===== src/rtl/pipe_pkg.sv =====
// Shared pipeline definitions: datapath widths, the bubble instruction and the
// instruction-fetch state encoding.
package pipe_pkg;

    localparam int PC_W = 16;
    localparam int IR_W = 32;

    localparam logic [IR_W-1:0] NOP_INSN = 32'h0000_0000;

    typedef enum logic [1:0] {
        FS_REQ     = 2'b00,
        FS_WAIT    = 2'b01,
        FS_DISCARD = 2'b10
    } fetch_state_e;

    // Sequential PC advance; wraps modulo 2^PC_W.
    function automatic logic [PC_W-1:0] pc_advance(input logic [PC_W-1:0] pc,
                                                   input logic [PC_W-1:0] step);
        return pc + step;
    endfunction

endpackage


===== src/rtl/if_out_slot.sv =====
// Single-entry {PC, IR, valid} holding register between the fetch logic and IF/ID.
// Flush beats load, load beats consume; IR falls back to the bubble value whenever the entry empties.
module if_out_slot
    import pipe_pkg::*;
#(
    parameter logic [IR_W-1:0] NOP_VAL = 32'h0000_0000
) (
    input  logic            clk,
    input  logic            rst,
    input  logic            load,
    input  logic [PC_W-1:0] load_pc,
    input  logic [IR_W-1:0] load_ir,
    input  logic            consume,
    input  logic            flush,
    output logic [PC_W-1:0] pc,
    output logic [IR_W-1:0] ir,
    output logic            valid
);

    logic [PC_W-1:0] pc_r;
    logic [IR_W-1:0] ir_r;
    logic            valid_r;
    logic [PC_W-1:0] pc_nxt_s;
    logic [IR_W-1:0] ir_nxt_s;
    logic            valid_nxt_s;

    // Next-entry selection.
    always_comb begin
        pc_nxt_s    = pc_r;
        ir_nxt_s    = ir_r;
        valid_nxt_s = valid_r;
        if (flush) begin
            valid_nxt_s = 1'b0;
            ir_nxt_s    = NOP_VAL;
        end else if (load) begin
            pc_nxt_s    = load_pc;
            ir_nxt_s    = load_ir;
            valid_nxt_s = 1'b1;
        end else if (consume) begin
            valid_nxt_s = 1'b0;
            ir_nxt_s    = NOP_VAL;
        end else begin
            pc_nxt_s    = pc_r;
            ir_nxt_s    = ir_r;
            valid_nxt_s = valid_r;
        end
    end

    // Entry storage.
    always_ff @(posedge clk or negedge rst) begin
        if (!rst) begin
            pc_r    <= {PC_W{1'b0}};
            ir_r    <= NOP_VAL;
            valid_r <= 1'b0;
        end else begin
            pc_r    <= pc_nxt_s;
            ir_r    <= ir_nxt_s;
            valid_r <= valid_nxt_s;
        end
    end

    assign pc    = pc_r;
    assign ir    = ir_r;
    assign valid = valid_r;

endmodule


===== src/rtl/if_fetch_unit.sv =====
// Instruction-fetch stage: owns the PC, keeps at most one fetch in flight and
// hands {PC, IR} to the IF/ID register through a single-entry output slot.
module if_fetch_unit
    import pipe_pkg::*;
#(
    parameter logic [PC_W-1:0] RESET_PC = 16'h0000,
    parameter logic [PC_W-1:0] PC_STEP  = 16'd4,
    parameter logic [IR_W-1:0] NOP_INSN = 32'h0000_0000
) (
    input  logic            clk,
    input  logic            rst,
    input  logic            i_freeze,
    input  logic            i_redirect,
    input  logic [PC_W-1:0] i_redirect_pc,
    output logic            o_imem_req,
    output logic [PC_W-1:0] o_imem_addr,
    input  logic            i_imem_gnt,
    input  logic            i_imem_rvalid,
    input  logic [IR_W-1:0] i_imem_rdata,
    output logic [PC_W-1:0] o_PC,
    output logic [IR_W-1:0] o_IR,
    output logic            o_valid,
    output logic            o_flush
);

    fetch_state_e    state_r;
    fetch_state_e    state_nxt_s;
    logic [PC_W-1:0] fetch_pc_r;
    logic [PC_W-1:0] fetch_pc_nxt_s;
    logic [PC_W-1:0] seq_pc_s;
    logic [PC_W-1:0] inflight_pc_r;
    logic            armed_r;
    logic            flush_r;
    logic            slot_valid_s;
    logic            consume_s;
    logic            slot_free_s;
    logic            issue_s;
    logic            load_s;

    assign consume_s   = slot_valid_s & ~i_freeze;
    assign slot_free_s = ~slot_valid_s | consume_s;
    // A fetch only leaves when its response is guaranteed room in the slot,
    // so a returning word never has to be refused.
    assign o_imem_req  = armed_r & (state_r == FS_REQ) & slot_free_s;
    assign o_imem_addr = fetch_pc_r;
    assign issue_s     = o_imem_req & i_imem_gnt;
    assign load_s      = (state_r == FS_WAIT) & i_imem_rvalid & ~i_redirect & slot_free_s;
    assign o_valid     = slot_valid_s;
    assign o_flush     = flush_r;

    // Fetch FSM next state and PC selection; redirect overrides everything.
    always_comb begin
        state_nxt_s    = state_r;
        seq_pc_s       = fetch_pc_r;
        fetch_pc_nxt_s = fetch_pc_r;
        case (state_r)
            FS_REQ: begin
                if (issue_s) begin
                    seq_pc_s    = pc_advance(fetch_pc_r, PC_STEP);
                    state_nxt_s = i_redirect ? FS_DISCARD : FS_WAIT;
                end else begin
                    state_nxt_s = FS_REQ;
                end
            end
            FS_WAIT: begin
                // A response landing on the redirect edge retires the fetch itself.
                if (i_redirect) begin
                    state_nxt_s = i_imem_rvalid ? FS_REQ : FS_DISCARD;
                end else if (load_s) begin
                    state_nxt_s = FS_REQ;
                end else begin
                    state_nxt_s = FS_WAIT;
                end
            end
            FS_DISCARD: begin
                if (i_imem_rvalid) begin
                    state_nxt_s = FS_REQ;
                end else begin
                    state_nxt_s = FS_DISCARD;
                end
            end
            default: begin
                state_nxt_s = FS_REQ;
            end
        endcase
        if (i_redirect) begin
            fetch_pc_nxt_s = i_redirect_pc;
        end else begin
            fetch_pc_nxt_s = seq_pc_s;
        end
    end

    // FSM state, PC and flush registers; armed_r holds off the first request for one edge.
    always_ff @(posedge clk or negedge rst) begin
        if (!rst) begin
            state_r    <= FS_REQ;
            fetch_pc_r <= RESET_PC;
            armed_r    <= 1'b0;
            flush_r    <= 1'b0;
        end else begin
            state_r    <= state_nxt_s;
            fetch_pc_r <= fetch_pc_nxt_s;
            armed_r    <= 1'b1;
            flush_r    <= i_redirect;
        end
    end

    // Address of the fetch in flight, tagged onto its returning word.
    always_ff @(posedge clk or negedge rst) begin
        if (!rst) begin
            inflight_pc_r <= {PC_W{1'b0}};
        end else if (issue_s) begin
            inflight_pc_r <= fetch_pc_r;
        end else begin
            inflight_pc_r <= inflight_pc_r;
        end
    end

    if_out_slot #(
        .NOP_VAL (NOP_INSN)
    ) u_out_slot (
        .clk     (clk),
        .rst     (rst),
        .load    (load_s),
        .load_pc (inflight_pc_r),
        .load_ir (i_imem_rdata),
        .consume (consume_s),
        .flush   (i_redirect),
        .pc      (o_PC),
        .ir      (o_IR),
        .valid   (slot_valid_s)
    );

endmodule

===== config.mk =====
export PLATFORM = sky130hd
export DESIGN_NAME = if_fetch_unit
export DESIGN_NICKNAME = d
export VERILOG_FILES = /design/src/rtl/pipe_pkg.sv /design/src/rtl/if_out_slot.sv /design/src/rtl/if_fetch_unit.sv
export SDC_FILE = /design/constraint.sdc
export NUM_CORES = 1
export LEC_CHECK = 0
export CAP_MARGIN = 20
export CORE_MARGIN = 2
export CORE_UTILIZATION = 45
export CTS_CLUSTER_SIZE = 30
export DETAILED_ROUTE_END_ITERATION = 12
export GPL_ROUTABILITY_DRIVEN = 1
export GPL_TIMING_DRIVEN = 1
export PLACE_DENSITY = 0.8
export SETUP_SLACK_MARGIN = 0.02
export SYNTH_ARGS = -nofsm -noshare
export SYNTH_HDL_FRONTEND = slang
export SYNTH_SLANG_ARGS = --single-unit

===== constraint.sdc =====
create_clock -name clk -period 2 [get_ports clk]
set_input_delay 0.4 -clock clk [delete_from_list [all_inputs] [get_ports clk]]
set_output_delay 0.4 -clock clk [all_outputs]
set_load 0.01 [all_outputs]

==> metrics.md <==
| Metric | Value |
|---|---|
| Post-synth top cells | dfrtp_1, a22o_1, mux2_1 |
| CTS root buffer | clkbuf_8 |
| WP data arrival | ~1.5 ns |
| Postcts setup bufs | 0 |
| MaxCap Viol Count | 0 |
| Ys async rst share | 100% |
| Post-synth EDFFs | 0 |
| Ranking of synthesized cells by area | dfrtp_1, mux2_1, a22o_1, nand2_1, xor2_1 |
| Rows | 31 |
| Crit. End Element | output pin |
| Fill count | ~550 |
| Main flop type after synthesis | dfrtp_1 |
| Hold Crit Class | reg -> reg |
| Synth top area share | ~61% |
| Sequential area share after synthesis | 61.4% |
| Post-DR vias/cell | ~5.3 |
| I/O Buffers | 120 |
| Setup_tns | 0 ns |
| Vias in the first global route | 2731 |
| Startpoint types | flip-flop |
| Total Routing Usage GR | between 20 and 25% |
| Synth warn | 0 |
| PwrDens | 877 nW/um^2 |
| Post-Synthesis Cells | between 200 and 300 |
| Dominant cell type by area after synthesis | dfrtp_1 |
| Mean Syn Cell Area | between 10 and 15 sq um |
| Net Count, Synth | around 310 |
| DRT Wirelength | approximately 8600 um |
| Share of post-route cells with drive strength above 1 | about 11% |
| Hold Vio Cnt, Final | 0 |
| Initial antenna violation count | 0 |
| CTS buffer count | 9 |
| Pre-CTS setup slack | -0.150 ns |
| Worst EP required | 1.60 ns |
| Cell family contributing the most delay on the critical path | buffers and inverters |
| Clock Pin Slew Worst Setup and Hold Paths | around 0.08 ns |
| Final cycle utilization of the critical path | around 93% |
| H-tree levels | 3 |
| Crit path max fanout | 8 |
| Die Span Y | ~92 um |
| Area Overhead vs Synth | 48.3% |
| Area share of xor/xnor cells in the synthesized design | under 10% |
| Cell Chain, Critical Path | clkdlybuf4s50_1 |
| Critical path buffers and inverters | 1 |
| Layout Nets | 450 |
| Setup ws final | approximately 0.14 ns |
| Vias | 2648 |
| CTS tree | done |
| Clk sink count | between 80 and 90 |
| HPWL reported at the end of detailed placement | between 6000 and 7000 um |
| Seq cells post-synth | between 80 and 90 |
| Mapped Area | ~3500 sq um |
| Slowest stage cell, crit path | clkdlybuf4s50_1 |
| Starting Density | roughly 47% |
| Synth Area in Adders | less than 1% |
| Slew Limit Fails | 0 |
| RSZ-0062 raised after global routing | no |
| Status | completed |
| Core box area | about 7400 sq um |
| DR pass1 iterations | 4 |
| Initial drt markers | 148 |
| Final Critical Period | 1.86 ns |
| Post-synthesis simple-gate area fraction | a little over a tenth |
| Largest family of logic cells by synthesized area | compound AO/OA/AOI/OAI gates |
| Routed wire length per instance | 17.1 um |
| Largest net degree at the start of global routing | 36 |
| Compound-gate portion of the synthesized area | between 10 and 15% |
| Final core occ | 69.7% |
| I/O pins | approximately 120 |
| Placer congestion estimate | just over 0.8 |
| Worst Skew | between 0.01 and 0.015 ns |
| VDD IR max | between 600 and 700 uV |
| Setup violators final | 0 |
| Most numerous cell in the Yosys netlist | dfrtp_1 |
| Remaining DRCs | 0 |
| Cell leakage power | about 2.3 nW |
| Critical path class | reg -> out |
| Aggregate global routing overflow | 0 |
| Die width | roughly 90 um |
| DRT antenna net count | 0 |
| Max stage delay on crit path | a little under 0.6 ns |
| Achievable frequency | 539 MHz |
| Synth unique cells | 33 |
| First-pass GRT wire length | around 14000 um |
| Die ar. | 8410 sq um |
| Clock Tree Buf Depth | 2 |
| Multiplexer share of the synthesized area | between 10% and 20% |
| Skew-Pair Late Insertion Delay | between 0.3 and 0.4 ns |
==> repair_timing <==
action	CTS	global route
gates resized for setup	3	0
setup endpoints to repair	1	0
hold endpoints to repair	27	0
hold buffers	1	0
==> where the power goes <==
part	internal, mW	switching [mW]	total [mW]
sequential	2.01	0.189	2.20
combinational	0.642	0.401	1.04
clock	0.678	0.583	1.26
total	3.33	1.17	4.50
==> routing by layer <==
metal	up-vias	part of all wire, %	global-route usage, %
li1	1233	-	-
met1	1313	47	31.2
met2	90	47	33.5
met3	12	5.1	3.86
met4	0	1.5	8.71
met5	-	0	0
==> final timing paths <==
kind | startpoint | endpoint | depth (start not counted) | slack (ns)
min reg2reg | u_out_slot.pc[14] | u_out_slot.pc[14] | 1 | 0.49
max reg2reg | state_r[0] | o_imem_addr[11] | 4 | 0.31
min | u_out_slot.pc[14] | u_out_slot.pc[14] | 1 | 0.49
max in group asynchronous | rst | inflight_pc_r[14] | 3 | 0.83
max | o_imem_addr[6] | o_imem_addr[6] | 1 | 0.14
min in group asynchronous | rst | inflight_pc_r[7] | 2 | 0.53
==> through the flow <==
| stage | instances | hold slack [ns] | instance area (sq um) | power [mW] |
|---|---|---|---|---|
| 6_report | 500 | 0.488 | 5140 | 4.50 |
| 5_1_grt | 499 | 0.510 | 5130 | 4.74 |
| 4_1_cts | 499 | 0.492 | 5130 | 4.54 |
| 3_5_place_dp | 482 | 0.361 | 4910 | 3.28 |
| 3_3_place_gp | 482 | 0.354 | 4910 | 3.24 |
| 2_1_floorplan | 257 | 0.104 | 3460 | 2.60 |
==> layout by cell type (no fill, tap or decap), types with 4 or more instances in the layout <==
master,netlist,routed
xor2_1,6,6
o21ai_0,5,5
buf_4,3,19
a22oi_1,4,4
nand4_1,6,6
and4_1,5,5
or4_1,4,4
nand2_1,16,16
clkdlybuf4s50_1,0,117
dfrtp_1,85,84
nand3_1,7,7
clkbuf_8,0,12
a22o_1,34,34
mux2_1,31,31
nor2b_1,8,8
==> cells by family (layout without fill, tap and decap cells) <==
| group | Yosys count | after routing |
|---|---|---|
| AO/OA/AOI/OAI | 53 | 53 |
| XOR/XNOR | 6 | 6 |
| adder cells (fa/ha/maj) | 1 | 1 |
| buffers and inverters | 15 | 158 |
| flip-flops | 85 | 85 |
| multiplexers | 34 | 34 |
| other | 1 | 2 |
| AND/OR/NAND/NOR | 62 | 62 |
==> registers in the layout, summed over array words and instances, names as in the netlist <==
name              flops
u_out_slot.ir        32
inflight_pc_r        16
o_imem_addr          16
u_out_slot.pc        16
state_r               2
armed_r               1
o_flush               1
u_out_slot.valid      1
==> cell type report <==
cell class | count | area (sq um) | share of cell area [%]
Tap cell | 99 | 124 | 2.41
Multi-Input combinational cell | 157 | 1270 | 24.7
Sequential cell | 85 | 2130 | 41.4
Timing Repair Buffer | 142 | 1400 | 27.3
Clock buffer | 13 | 169 | 3.29
Antenna cell | 1 | 2.50 | 0.0487
Clock inverter | 3 | 42.5 | 0.828
No activity file was read; power rests on OpenSTA's default activity.
